### config.mk
export PLATFORM = sky130hd
export DESIGN_NAME = hazard_scoreboard
export DESIGN_NICKNAME = d
export VERILOG_FILES = /design/src/rtl/hazard_scoreboard.sv
export SDC_FILE = /design/constraint.sdc
export NUM_CORES = 1
export LEC_CHECK = 0
export BUFFER_PORTS_ARGS = -buffer_cell sky130_fd_sc_hd__buf_2
export CELL_PAD_IN_SITES_DETAIL_PLACEMENT = 1
export CELL_PAD_IN_SITES_GLOBAL_PLACEMENT = 2
export CORE_AREA = 2 2 99 140
export CTS_BUF_LIST = sky130_fd_sc_hd__clkbuf_16
export DETAILED_ROUTE_END_ITERATION = 7
export DIE_AREA = 0 0 101 142
export PLACE_DENSITY = 0.9
export SETUP_SLACK_MARGIN = 0.3
export SLEW_MARGIN = 20
export SYNTH_ARGS = -nofsm -noshare
export SYNTH_HDL_FRONTEND = slang
export SYNTH_SLANG_ARGS = --single-unit
### constraint.sdc
create_clock -name clk -period 3.1 [get_ports clk]
set_input_delay 0.155 -clock clk [delete_from_list [all_inputs] [get_ports clk]]
set_output_delay 0.155 -clock clk [all_outputs]
set_load 0.01 [all_outputs]
### src/rtl/hazard_scoreboard.sv
// Decode-stage hazard detector: tracks in-flight mul/div destinations and stalls
// ID on load-use, busy-register RAW/WAW and mul/div structural hazards.
module hazard_scoreboard #(
    parameter int unsigned MAX_PENDING = 2
) (
    input  logic        clk,
    input  logic        reset_n,
    input  logic        id_valid,
    input  logic [4:0]  id_rs1_id,
    input  logic [4:0]  id_rs2_id,
    input  logic        id_uses_rs1,
    input  logic        id_uses_rs2,
    input  logic [4:0]  id_rd_id,
    input  logic        id_reg_write,
    input  logic        id_is_muldiv,
    input  logic [4:0]  ex_rd_id,
    input  logic        ex_reg_write,
    input  logic        ex_is_load,
    input  logic        md_done,
    input  logic [4:0]  md_rd_id,
    input  logic        flush,
    output logic        stall_id,
    output logic        bubble_ex,
    output logic [31:0] busy_vec,
    output logic [2:0]  pending_cnt,
    output logic [1:0]  stall_reason,
    output logic [31:0] stall_cycles
);

    localparam int unsigned CNT_W  = 3;
    localparam int unsigned NREGS  = 32;
    localparam logic [1:0] R_NONE = 2'b00;
    localparam logic [1:0] R_LOAD = 2'b01;
    localparam logic [1:0] R_BUSY = 2'b10;
    localparam logic [1:0] R_FULL = 2'b11;

    logic [NREGS-1:0] busy_q, busy_d;
    logic [CNT_W-1:0] pend_q, pend_d;
    logic [1:0]       reason_q, reason_d;
    logic [31:0]      stall_cnt_q, stall_cnt_d;

    logic active, load_use, raw, waw, full, stall, issue;

    // Hazard terms, all gated off by an empty or flushed ID slot
    always_comb begin
        active   = id_valid & ~flush;
        load_use = active & ex_is_load & ex_reg_write & (ex_rd_id != 5'd0) &
                   ((id_uses_rs1 & (ex_rd_id == id_rs1_id)) |
                    (id_uses_rs2 & (ex_rd_id == id_rs2_id)));
        raw      = active & ((id_uses_rs1 & busy_q[id_rs1_id]) |
                             (id_uses_rs2 & busy_q[id_rs2_id]));
        waw      = active & id_reg_write & busy_q[id_rd_id];
        full     = active & id_is_muldiv & (pend_q == CNT_W'(MAX_PENDING));
        stall    = load_use | raw | waw | full;
        issue    = active & id_is_muldiv & ~stall;
    end

    assign stall_id  = stall;
    assign bubble_ex = stall;

    // Next-state: reason FSM, scoreboard, in-flight counter, stall counter
    always_comb begin
        reason_d    = R_NONE;
        busy_d      = busy_q;
        pend_d      = pend_q;
        stall_cnt_d = stall_cnt_q;

        if (load_use)        reason_d = R_LOAD;
        else if (raw | waw)  reason_d = R_BUSY;
        else if (full)       reason_d = R_FULL;

        // Clear before set so a same-cycle set on the same register wins
        if (md_done)
            busy_d[md_rd_id] = 1'b0;
        if (issue && id_reg_write && (id_rd_id != 5'd0))
            busy_d[id_rd_id] = 1'b1;
        busy_d[0] = 1'b0;

        case ({issue, md_done})
            2'b10:   pend_d = pend_q + CNT_W'(1);
            2'b01:   if (pend_q != '0) pend_d = pend_q - CNT_W'(1);
            default: pend_d = pend_q;
        endcase

        if (stall && (stall_cnt_q != 32'hFFFF_FFFF))
            stall_cnt_d = stall_cnt_q + 32'd1;
    end

    always_ff @(posedge clk or negedge reset_n) begin
        if (!reset_n) begin
            reason_q    <= R_NONE;
            busy_q      <= '0;
            pend_q      <= '0;
            stall_cnt_q <= '0;
        end else begin
            reason_q    <= reason_d;
            busy_q      <= busy_d;
            pend_q      <= pend_d;
            stall_cnt_q <= stall_cnt_d;
        end
    end

    assign busy_vec     = busy_q;
    assign pending_cnt  = pend_q;
    assign stall_reason = reason_q;
    assign stall_cycles = stall_cnt_q;

endmodule

==> results of run 1 <==
-- logic make-up (layout without fill, tap and decap cells) --
logic type	count (synthesis)	in the layout
buffers and inverters	37	156
AO/OA/AOI/OAI	93	93
flip-flops	68	68
XOR/XNOR	42	42
adder cells (fa/ha/maj)	2	2
AND/OR/NAND/NOR	131	131
multiplexers	45	45
other	1	1
-- power groups by stage --
stage,clock (mW),combinational (mW),sequential [mW]
2_1_floorplan,0,0.356,1.07
3_3_place_gp,0,0.571,1.07
3_5_place_dp,0,0.594,1.08
4_1_cts,1.29,0.631,1.06
5_1_grt,1.34,0.708,1.07
6_report,1.26,0.653,1.06
-- path summary, 6_finish.rpt --
path / from / end / cells after the start / slack [ns]
min reg2reg: stall_cycles[9] / stall_cycles[9] / 1 / 0.49
min in group asynchronous: reset_n / stall_cycles[5] / 2 / 0.45
max in group asynchronous: reset_n / busy_vec[13] / 3 / 1.98
max reg2reg: busy_vec[15] / busy_vec[13] / 9 / 0.20
min: ex_is_load / stall_reason[0] / 5 / 0.20
max: busy_vec[15] / busy_vec[13] / 9 / 0.20
-- final cells by class --
cell class | count | area [um^2]
repair buffers | 132 | 781
well taps | 156 | 195
inverters | 8 | 30.0
clock buffers | 9 | 225
multi-input cells | 314 | 2470
clock inverters | 7 | 139
fillers | 1509 | 7590
flip-flops and latches | 68 | 1710
-- per-stage QoR --
stage,utilization,cells
floorplan,-,419
global placement,0.381,659
detailed placement,0.381,659
CTS,0.420,691
global route,0.422,694
finish,0.422,694
-- cells in the mapped netlist (4+ instances only) --
| cell type | instances |
|---|---|
| mux4_2 | 9 |
| or3b_2 | 5 |
| mux2i_1 | 27 |
| buf_6 | 9 |
| nand2_1 | 23 |
| o21ai_0 | 33 |
| mux4_1 | 4 |
| a21oi_1 | 5 |
| and4_1 | 4 |
| nor4_1 | 4 |
| mux2_2 | 5 |
| dfrtp_1 | 68 |
| nand3b_1 | 8 |
| inv_1 | 8 |
| nand3_1 | 19 |
| clkbuf_1 | 14 |
| nand2b_1 | 4 |
| and3_1 | 8 |
| o31ai_1 | 31 |
| o22ai_1 | 5 |
| o211ai_1 | 4 |
| nor3b_1 | 4 |
| nor2_1 | 14 |
| xnor2_1 | 39 |
| nand4_1 | 16 |
-- worst min-delay path, stage by stage --
cell and delay [ns]:
buf_2 0.10, nand3_1 0.06, a21oi_1 0.05, nand2_1 0.08, nand2_1 0.05
-- sequential cells by signal, indices dropped and copies added (netlist names) --
register / cells
busy_vec: 31
stall_reason: 2
pending_cnt: 3
stall_cycles: 32
-- cell usage in the layout, fill, tap and decap left out, drive strengths merged, types with 2 or more instances in the layout --
| master | n |
|---|---|
| nor2 | 14 |
| nand2b | 4 |
| inv | 8 |
| and3 | 8 |
| nor2b | 3 |
| o32ai | 2 |
| xor2 | 3 |
| bufinv | 4 |
| clkinv | 3 |
| nor3 | 3 |
| nand3b | 8 |
| nand4 | 16 |
| mux4 | 13 |
| a221oi | 2 |
| o211ai | 4 |
| buf | 131 |
| nor3b | 4 |
| nor4 | 4 |
| clkbuf | 9 |
| a21o | 2 |
| or2 | 3 |
| and2 | 2 |
| nand3 | 21 |
| or3 | 3 |
| mux2 | 5 |
| nand2 | 23 |
| o21ai | 33 |
| a21oi | 6 |
| o31ai | 31 |
| mux2i | 27 |
| and4 | 4 |
| or3b | 5 |
| o22ai | 5 |
| dfrtp | 68 |
| nand4b | 3 |
| xnor2 | 39 |
-- timing repair --
| item | in CTS | in global routing |
|---|---|---|
| setup endpoints to repair | 31 | 35 |
| pin swaps | 4 | 2 |
| hold endpoints to repair | 32 | 0 |
| gates cloned | 0 | 0 |
| setup buffers | 15 | 3 |
| hold buffers | 1 | 0 |
| resized for setup | 14 | 4 |
-- metal layers --
metal	vias to the layer above	GRT usage	wire, um
met1	2012	0.230	5660
met5	-	0	0
met3	37	0.0363	618
met2	140	0.376	7720
li1	1799	-	-
met4	0	0.104	588
==> results.md, run 1 <==
* Main synth FF type: dfrtp_1
* Latest clock arrival within the worst-skew pair at between 0.3 and 0.4 ns
* Overall power at 2.97 mW
* Dominant cell type by area after synthesis: dfrtp_1
* Mapped Nets at ~460
* Share of cells above drive strength 1 at 0.355
* Largest family of logic cells by synthesized area: simple AND/OR/NAND/NOR gates
* Mean Syn Cell Area at about 10 um^2
* Post-synth top area share at 0.390
* GPL Wtd Cong at 0.956
* N_diodes at 0
* Compound-gate portion of the synthesized area at 0.146
* Area after DPL at around 5000 um^2
* Post-synthesis mux area share at 0.145
* Vias/cell at approximately 5.7
* FF+latch count, synth at between 60 and 70
* Hold WS at 0.199 ns
* GR Util All Layers at 0.208
* Power per Cell Area at approximately 540 nW/um^2
* First-pass GRT wire length at about 23 mm
* Setup CP Type: flop to flop
* Max Freq at approximately 0.34 GHz
* RSZ-0062 raised after global routing: true
* Yosys warns at 0
* Largest net degree at the start of global routing at 37
* Nets at 571
* Starting Density at 0.332
* Vias in the first global route at around 4,200
* Setup WS pre-CTS at roughly 0.085 ns
* Final cycle utilization of the critical path at 0.936
* CTS HTree Levels at 3
* Post-synthesis simple-gate area fraction at 0.176
* DRT Pass-1 Iters at 4
* Core Area at about 13,000 um^2
* Max-slew headroom at 0.478
* IO Port Bufs at approximately 110
* Worst hold path class: input pin to flop
* Sequential Power Share at 0.357
* Total Wirelength at approximately 15 mm
* Maxcap violations at 0
* Site Rows at 50
* Grt ovf at 0
* Clk_skew at 0.00520 ns
* CP required at between 3 and 4 ns
* Clk slew on worst S/H paths at roughly 0.06 ns
* CP Launch Type: flop
* 1st-iter DRT viols at slightly below 100
* Area grow syn2layout at 27.3%
* Wire per inst at 21.0 um
* Status: finished clean
* CTS tree: done
* Buf/Inv on CP at 1
* Seq/Total Area, Yosys at 0.390
* Worst setup margin at about 0.2 ns
* Synth cell types at 56
* Root Driver: clkbuf_16
* Crit path cell chain: mux4_2, mux2_4, nor3b_2, a31oi_2, a22oi_4, and2_4, buf_4, nand3_4, o31ai_1
* Syn Std Cell Area at roughly 4400 um^2
* Critical Path Slowest Stage Cell: mux4_2
* Clock power share at 0.424
* Clock buffer depth at 2
* Clock tree sinks at between 60 and 70
* Worst-margin pin slew at a little under 0.8 ns
* Routed Antenna Nets at 0
* Switch Pwr at 849 uW
* Die H at around 140 um
* Int Pwr at about 2.1 mW
* Synth Area in Adders at 0.00746
* Max-slew violations at 0
* Post-synth EDFFs at 0
* Synth Area in XOR/XNOR at 0.0843
* # setup viols final at 0
* Synthesized instance count at roughly 420
* CTS Buf Count at 9
* Top-level I/O count at between 100 and 150
* Comb pwr share at 0.220
* Residual DRC at 0
* Min Clock Period, post-route at 2.90 ns
* Final instance area at ~5600 um^2
* Crit path max fanout at 31
* Vias at around 4,000
* CP peak stage delay at approximately 0.50 ns
* Final HPWL from detailed placement at 10.7 mm
* Asr flop ratio synth at 1.00
* Max IR drop VDD at 0.000401 V
* Final count of hold timing violations at 0
* Top cells by area, synth: dfrtp_1 39%, xnor2_1 7.8%, mux2i_1 6.2%
* Setup_tns at 0 ns
* Worst path arrival time at about 3.1 ns
* Die area at between 10,000 and 15,000 um^2
* Initial antenna violation count at 0
* Sw Share at 0.286
* Crit end category: flop
* CP top delay family: multiplexers
* Leak at about 2.6 nW
* Chip Width at approximately 100 um
(Power assumes the default switching activity.)
==> run 2: changes to the inputs <==
--- a/config.mk
+++ b/config.mk
@@ -12,7 +12,7 @@
 export CTS_BUF_LIST = sky130_fd_sc_hd__clkbuf_16
 export DETAILED_ROUTE_END_ITERATION = 7
 export DIE_AREA = 0 0 101 142
-export PLACE_DENSITY = 0.9
+export PLACE_DENSITY = 0.92
 export SETUP_SLACK_MARGIN = 0.3
 export SLEW_MARGIN = 20
 export SYNTH_ARGS = -nofsm -noshare
==> run 2 against run 1 <==
Cell area increased by 1.5%. Routed wire length is 2.7% higher. Clock power fell by 5%. Die area unchanged. Sequential power about the same.
==> results.md, run 2 (same netlist as run 1, synthesis figures left out) <==
* Status: finished clean (unchanged)
* Area grow syn2layout at 29.1% (was 27.3%)
* Vias/cell at 5.89 (was 5.75)
* First-pass GRT wire length at 23.5 mm (was 22.9 mm)
* Max-slew violations at 0 (unchanged)
* Nets at 580 (was 571)
* Vias at 4,138 (was 3,988)
* R2r worst-path depth at 13 (was 9)
* Clk_skew at 0.00965 ns (was 0.00520 ns)
* Final Util at 0.429 (was 0.422)
* Residual DRC at 0 (unchanged)
* Most frequent cells in the layout: 104 x buf_2, 57 x dfrtp_1, 39 x xnor2_1 (was 103 x buf_2, 60 x dfrtp_1, 39 x xnor2_1)
* Filler cell count in the final layout at 1,502 (was 1,509)
* CP required at 3.37 ns (was 3.31 ns)
* Final instance area at 5630 um^2 (was 5550 um^2)
* Routed Antenna Nets at 0 (unchanged)
* Final HPWL from detailed placement at 10.7 mm (about the same)
* IO Port Bufs at 105 (unchanged)
* CTS Buf Count at 9 (unchanged)
* N_diodes at 0 (unchanged)
* Max IR drop VDD at 0.000279 V (was 0.000401 V)
* Reg-to-Reg Start: busy_vec[31] (was busy_vec[15])
* Power per Cell Area at 529 nW/um^2 (was 535 nW/um^2)
* Die area at 14,300 um^2 (unchanged)
* Overall power at 2.98 mW (was 2.97 mW)
* Die H at 142 um (unchanged)
* Hold WS at 0.0166 ns (was 0.199 ns)
* Total Wirelength at 15.0 mm (was 14.6 mm)
* Worst-margin pin slew at 0.921 ns (was 0.783 ns)
* Final cycle utilization of the critical path at 0.972 (was 0.936)
* Largest register FFs at 32 (unchanged)
* Area after DPL at 5010 um^2 (was 5000 um^2)
* Core Area at 13,100 um^2 (unchanged)
* Largest net degree at the start of global routing at 69 (was 37)
* Top-level I/O count at 107 (unchanged)
* Setup WS pre-CTS at 0.0767 ns (was 0.0850 ns)
* GR Util All Layers at 0.212 (was 0.208)
* CP Launch Type: flop (unchanged)
* Clock tree sinks at 68 (unchanged)
* Flop2flop setup slack at 0.09 ns (was 0.20 ns)
* Min Clock Period, post-route at 3.01 ns (was 2.90 ns)
* CTS HTree Levels at 3 (unchanged)
* Max-slew headroom at 0.386 (was 0.478)
* Vias in the first global route at 4,305 (was 4,209)
* Max Freq at 0.332 GHz (was 0.345 GHz)
* 1st-iter DRT viols at 161 (was 99)
* Share of cells above drive strength 1 at 0.391 (was 0.355)
* Worst hold path class: input pin to async pin (was input pin to flop)
* Worst setup margin at 0.0881 ns (was 0.199 ns)
* Site Rows at 50 (unchanged)
* Initial antenna violation count at 0 (unchanged)
* CTS tree: done (unchanged)
* Grt ovf at 0 (unchanged)
* RSZ-0062 raised after global routing: true (unchanged)
* DRT Pass-1 Iters at 5 (was 4)
* Wire per inst at 21.3 um (was 21.0 um)
* Starting Density at 0.332 (unchanged)
* Clock buffer depth at 2 (unchanged)
* Crit path max fanout at 4 (was 31)
* Clk slew on worst S/H paths at 0.06 ns (about the same)
* Maxcap violations at 0 (unchanged)
* Root Driver: clkbuf_16 (unchanged)
* Leak at 2.61 nW (was 2.56 nW)
* Final count of hold timing violations at 0 (unchanged)
* Latest clock arrival within the worst-skew pair at 0.33 ns (about the same)
* # setup viols final at 0 (unchanged)
* Most common cell after layout, fill and taps aside: buf_2 (unchanged)
* Terminus of the critical flop-to-flop path: pending_cnt[1] (was busy_vec[13])
* Chip Width at 101 um (unchanged)
* Setup CP Type: flop to flop (unchanged)
* Crit end category: flop (unchanged)
* GPL Wtd Cong at 0.905 (was 0.956)
* Worst path arrival time at 3.29 ns (was 3.11 ns)
## run 2: cell count changes in the layout (fill, tap and decap cells not counted), moves of 3 or more
cell,previous run,this run
o31ai_2,0,5
o31ai_1,31,26
dfrtp_1,60,57
buf_4,23,34
dfrtp_2,8,11
## run 2: worst max path at each step
stage,start,to,slack (ns),cells after the start
after detailed placement,id_rs2_id[1],pending_cnt[1],0.08,13
after global routing,busy_vec[29],pending_cnt[1],-0.07,13
after global placement,id_rs2_id[1],pending_cnt[1],0.20,13
after CTS,busy_vec[29],pending_cnt[1],0.16,13
after floorplan,busy_vec[15],pending_cnt[1],0.33,12
final,busy_vec[31],pending_cnt[1],0.09,13
## run 2: per-stage QoR
| step | TNS (ns) | std cells |
|---|---|---|
| 2_1_floorplan | 0 | 419 |
| 3_3_place_gp | 0 | 664 |
| 3_5_place_dp | 0 | 664 |
| 4_1_cts | 0 | 697 |
| 5_1_grt | -0.0743 | 703 |
| 6_report | 0 | 703 |
## run 2: metal layers
metal,vias up,global-route usage,routed length (um)
met5,-,0,0
met4,0,0.105,572
met3,45,0.0388,1020
met2,188,0.371,7770
met1,2087,0.246,5620
li1,1818,-,-
## run 2: report_power, final
part           internal, mW  switching (mW)
Clock                 0.791           0.405
Combinational         0.338           0.381
Sequential            0.958           0.106
Total                  2.09           0.892
## run 2: final cells by class
cell class	count	area [um^2]	area share
multi-input cells	314	2520	0.448
flip-flops and latches	68	1720	0.305
repair buffers	141	818	0.145
clock buffers	9	225	0.0400
well taps	156	195	0.0347
clock inverters	7	124	0.0220
inverters	8	30.0	0.00533
## run 2: worst max-delay path, stage by stage, from the launching register on
cell      delay, ns
dfrtp_2        0.44
mux4_2         0.48
or2b_1         0.24
o211ai_1       0.12
a311oi_2       0.16
a22oi_4        0.29
buf_6          0.14
nand3_4        0.06
nand2_2        0.08
fa_2           0.46
inv_2          0.08
o211ai_1       0.10
mux2i_1        0.16
a221o_1        0.12
## run 2: repair_timing
action | in CTS | in global routing
endpoints found under the setup margin | 32 | 35
pin swaps | 3 | 4
buffers inserted | 17 | 6
gates resized for setup | 21 | 10
hold buffers | 0 | 0
==> run 3: changes to the inputs <==
--- a/config.mk
+++ b/config.mk
@@ -13,7 +13,7 @@
 export DETAILED_ROUTE_END_ITERATION = 7
 export DIE_AREA = 0 0 101 142
 export PLACE_DENSITY = 0.92
-export SETUP_SLACK_MARGIN = 0.3
+export SETUP_SLACK_MARGIN = 0.1
 export SLEW_MARGIN = 20
 export SYNTH_ARGS = -nofsm -noshare
 export SYNTH_HDL_FRONTEND = slang
==> run 3 against run 2 <==
Hold slack gained 0.20 ns. Total power decreased by 6.5%. Register-to-register slack better by 0.15 ns. Global-route usage fell by 1.4 points. Sequential power about the same. Die area stayed put. Sequential cell count unchanged. Largest cell class unchanged. Cell area down 4.2%.
==> results.md, run 3 (same netlist as run 1, synthesis figures left out) <==
* Largest register FFs at 32 (unchanged)
* CP peak stage delay at 0.51 ns (was 0.48 ns)
* CTS HTree Levels at 3 (unchanged)
* First-pass GRT wire length at 22.2 mm (was 23.5 mm)
* R2r worst-path depth at 12 (was 13)
* Routed Antenna Nets at 0 (unchanged)
* Residual DRC at 0 (unchanged)
* Site Rows at 50 (unchanged)
* IO Port Bufs at 105 (unchanged)
* CP required at 3.37 ns (about the same)
* Sw Share at 0.306 (was 0.299)
* Crit path max fanout at 5 (was 4)
* Root Driver: clkbuf_16 (unchanged)
* Core Area at 13,100 um^2 (unchanged)
* Chip Width at 101 um (unchanged)
* Max-slew headroom at 0.467 (was 0.386)
* Vias/cell at 5.79 (was 5.89)
* Share of cells above drive strength 1 at 0.333 (was 0.391)
* Worst hold path class: input pin to flop (was input pin to async pin)
* Crit path cell chain: mux4_1, mux2_2, nor3b_2, a31oi_1, a22oi_4, nand3_2, nand2_1, fa_1, inv_2, o211ai_1, mux2i_1, a221o_1 (was mux4_2, or2b_1, o211ai_1, a311oi_2, a22oi_4, buf_6, nand3_4, nand2_2, fa_2, inv_2, o211ai_1, mux2i_1, a221o_1)
* Cells on Worst Hold Path at 5
* CP Launch Type: flop (unchanged)
* Clk slew on worst S/H paths at 0.06 ns (about the same)
* Die area at 14,300 um^2 (unchanged)
* Max-slew violations at 0 (unchanged)
* Clock buffer depth at 2 (unchanged)
* Maxcap violations at 0 (unchanged)
* Worst-margin pin slew at 0.799 ns (was 0.921 ns)
* Setup CP Type: flop to flop (unchanged)
* Most common cell after layout, fill and taps aside: buf_2 (unchanged)
* Clock tree sinks at 68 (unchanged)
* Total Wirelength at 14.1 mm (was 15.0 mm)
* Area grow syn2layout at 23.7% (was 29.1%)
* Crit end category: flop (unchanged)
* Critical path depth at 12 (was 13)
* Clk_skew at 0.00709 ns (was 0.00965 ns)
* CP top delay family: multiplexers (was compound AO/OA/AOI/OAI gates)
* CTS tree: done (unchanged)
* Final count of hold timing violations at 0 (unchanged)
* Wire per inst at 20.6 um (was 21.3 um)
* Clock power share at 0.401 (about the same)
* Final cycle utilization of the critical path at 0.924 (was 0.972)
* Switch Pwr at 852 uW (was 892 uW)
* Status: finished clean (unchanged)
* Power per Cell Area at 517 nW/um^2 (was 529 nW/um^2)
* Final HPWL from detailed placement at 10.5 mm (was 10.7 mm)
* Nets at 561 (was 580)
* N_diodes at 0 (unchanged)
* Latest clock arrival within the worst-skew pair at 0.33 ns (about the same)
* Largest net degree at the start of global routing at 37 (was 69)
* GR Util All Layers at 0.198 (was 0.212)
* Max Freq at 0.349 GHz (was 0.332 GHz)
* CTS Buf Count at 9 (unchanged)
* Setup_tns at 0 ns (unchanged)
* Critical Path Slowest Stage Cell: mux4_1 (was mux4_2)
* Buf/Inv on CP at 1 (was 2)
* GPL Wtd Cong at 0.922 (was 0.905)
* RSZ-0062 raised after global routing: true (unchanged)
* Most frequent cells in the layout: 105 x buf_2, 59 x dfrtp_1, 39 x xnor2_1 (was 104 x buf_2, 57 x dfrtp_1, 39 x xnor2_1)
* Worst path arrival time at 3.13 ns (was 3.29 ns)
* Min Clock Period, post-route at 2.86 ns (was 3.01 ns)
* Initial antenna violation count at 0 (unchanged)
* Int Pwr at 1.93 mW (was 2.09 mW)
* Top-level I/O count at 107 (unchanged)
* Comb pwr share at 0.216 (was 0.241)
* Starting Density at 0.332 (unchanged)
* 1st-iter DRT viols at 137 (was 161)
* # setup viols final at 0 (unchanged)
* Max IR drop VDD at 0.000322 V (was 0.000279 V)
* Vias at 3,963 (was 4,138)
* DRT Pass-1 Iters at 4 (was 5)
* Sequential Power Share at 0.382 (was 0.357)
* Die H at 142 um (unchanged)
* Leak at 2.49 nW (was 2.61 nW)
* Vias in the first global route at 4,221 (was 4,305)
* Grt ovf at 0 (unchanged)
* Overall power at 2.79 mW (was 2.98 mW)
[run 3: changes by cell type in the layout (fill, tap and decap cells not counted), moves of 2 or more]
| cell | previous run | this run |
|---|---|---|
| buf_4 | 34 | 14 |
| o31ai_1 | 26 | 31 |
| o31ai_2 | 5 | 0 |
| buf_6 | 2 | 0 |
| dfrtp_1 | 57 | 59 |
| dfrtp_2 | 11 | 9 |
| mux4_1 | 2 | 4 |
| mux4_2 | 11 | 9 |
| nor3b_1 | 1 | 3 |
| nor3b_2 | 3 | 1 |
[run 3: worst paths after layout]
kind / start / endpoint / slack [ns]
worst max-delay path: busy_vec[10] / pending_cnt[1] / 0.24
worst min-delay path: ex_is_load / stall_reason[0] / 0.22
worst max register to register: busy_vec[10] / pending_cnt[1] / 0.24
worst min register to register: stall_cycles[9] / stall_cycles[9] / 0.48
max in group asynchronous: reset_n / busy_vec[8] / 1.98
min in group asynchronous: reset_n / stall_cycles[9] / 0.44
[run 3: timing repair]
item / 4_1_cts / 5_1_grt
setup buffers: 1 / 1
gates resized for setup: 3 / 9
hold endpoints to repair: 32 / 0
pin swaps: 1 / 3
endpoints found under the setup margin: 2 / 4
hold buffers: 1 / 0
[run 3: final cells by class]
| type | count | area, um^2 |
|---|---|---|
| repair buffers | 122 | 681 |
| flip-flops and latches | 68 | 1710 |
| fillers | 1496 | 7740 |
| inverters | 8 | 30.0 |
| well taps | 156 | 195 |
| multi-input cells | 314 | 2450 |
| clock inverters | 7 | 100 |
| clock buffers | 9 | 225 |
[run 3: per-stage QoR]
step                hold WS, ns   util  cell area [um^2]  worst slack [ns]  std cells
finish                    0.217  0.411              5390             0.236        684
global route              0.262  0.411              5390            0.0869        684
floorplan                -0.141      -              4360             0.235        419
detailed placement        0.287  0.382              5020            0.0923        665
global placement          0.283  0.382              5020             0.183        665
CTS                       0.218  0.409              5380             0.120        683
[run 3: power groups by stage]
stage,sequential [mW],clock (mW),combinational (mW)
after floorplan,1.07,0,0.354
after global placement,1.07,0,0.573
after detailed placement,1.08,0,0.594
after CTS,1.06,1.14,0.601
after global routing,1.08,1.19,0.667
final,1.07,1.12,0.603
[run 3: routing by layer]
| layer | global-route usage | routed length, um |
|---|---|---|
| met4 | 0.0782 | 334 |
| met5 | 0 | 0 |
| met3 | 0.0359 | 668 |
| met2 | 0.350 | 7420 |
| met1 | 0.235 | 5690 |
[run 3: worst reg2reg max path, cell delays in order (launching register included)]
cell and delay, ns:
dfrtp_2 0.45, mux4_1 0.51, mux2_2 0.29, nor3b_2 0.17
a31oi_1 0.09, a22oi_4 0.24, nand3_2 0.11, nand2_1 0.09
fa_1 0.44, inv_2 0.08, o211ai_1 0.08, mux2i_1 0.15
a221o_1 0.13
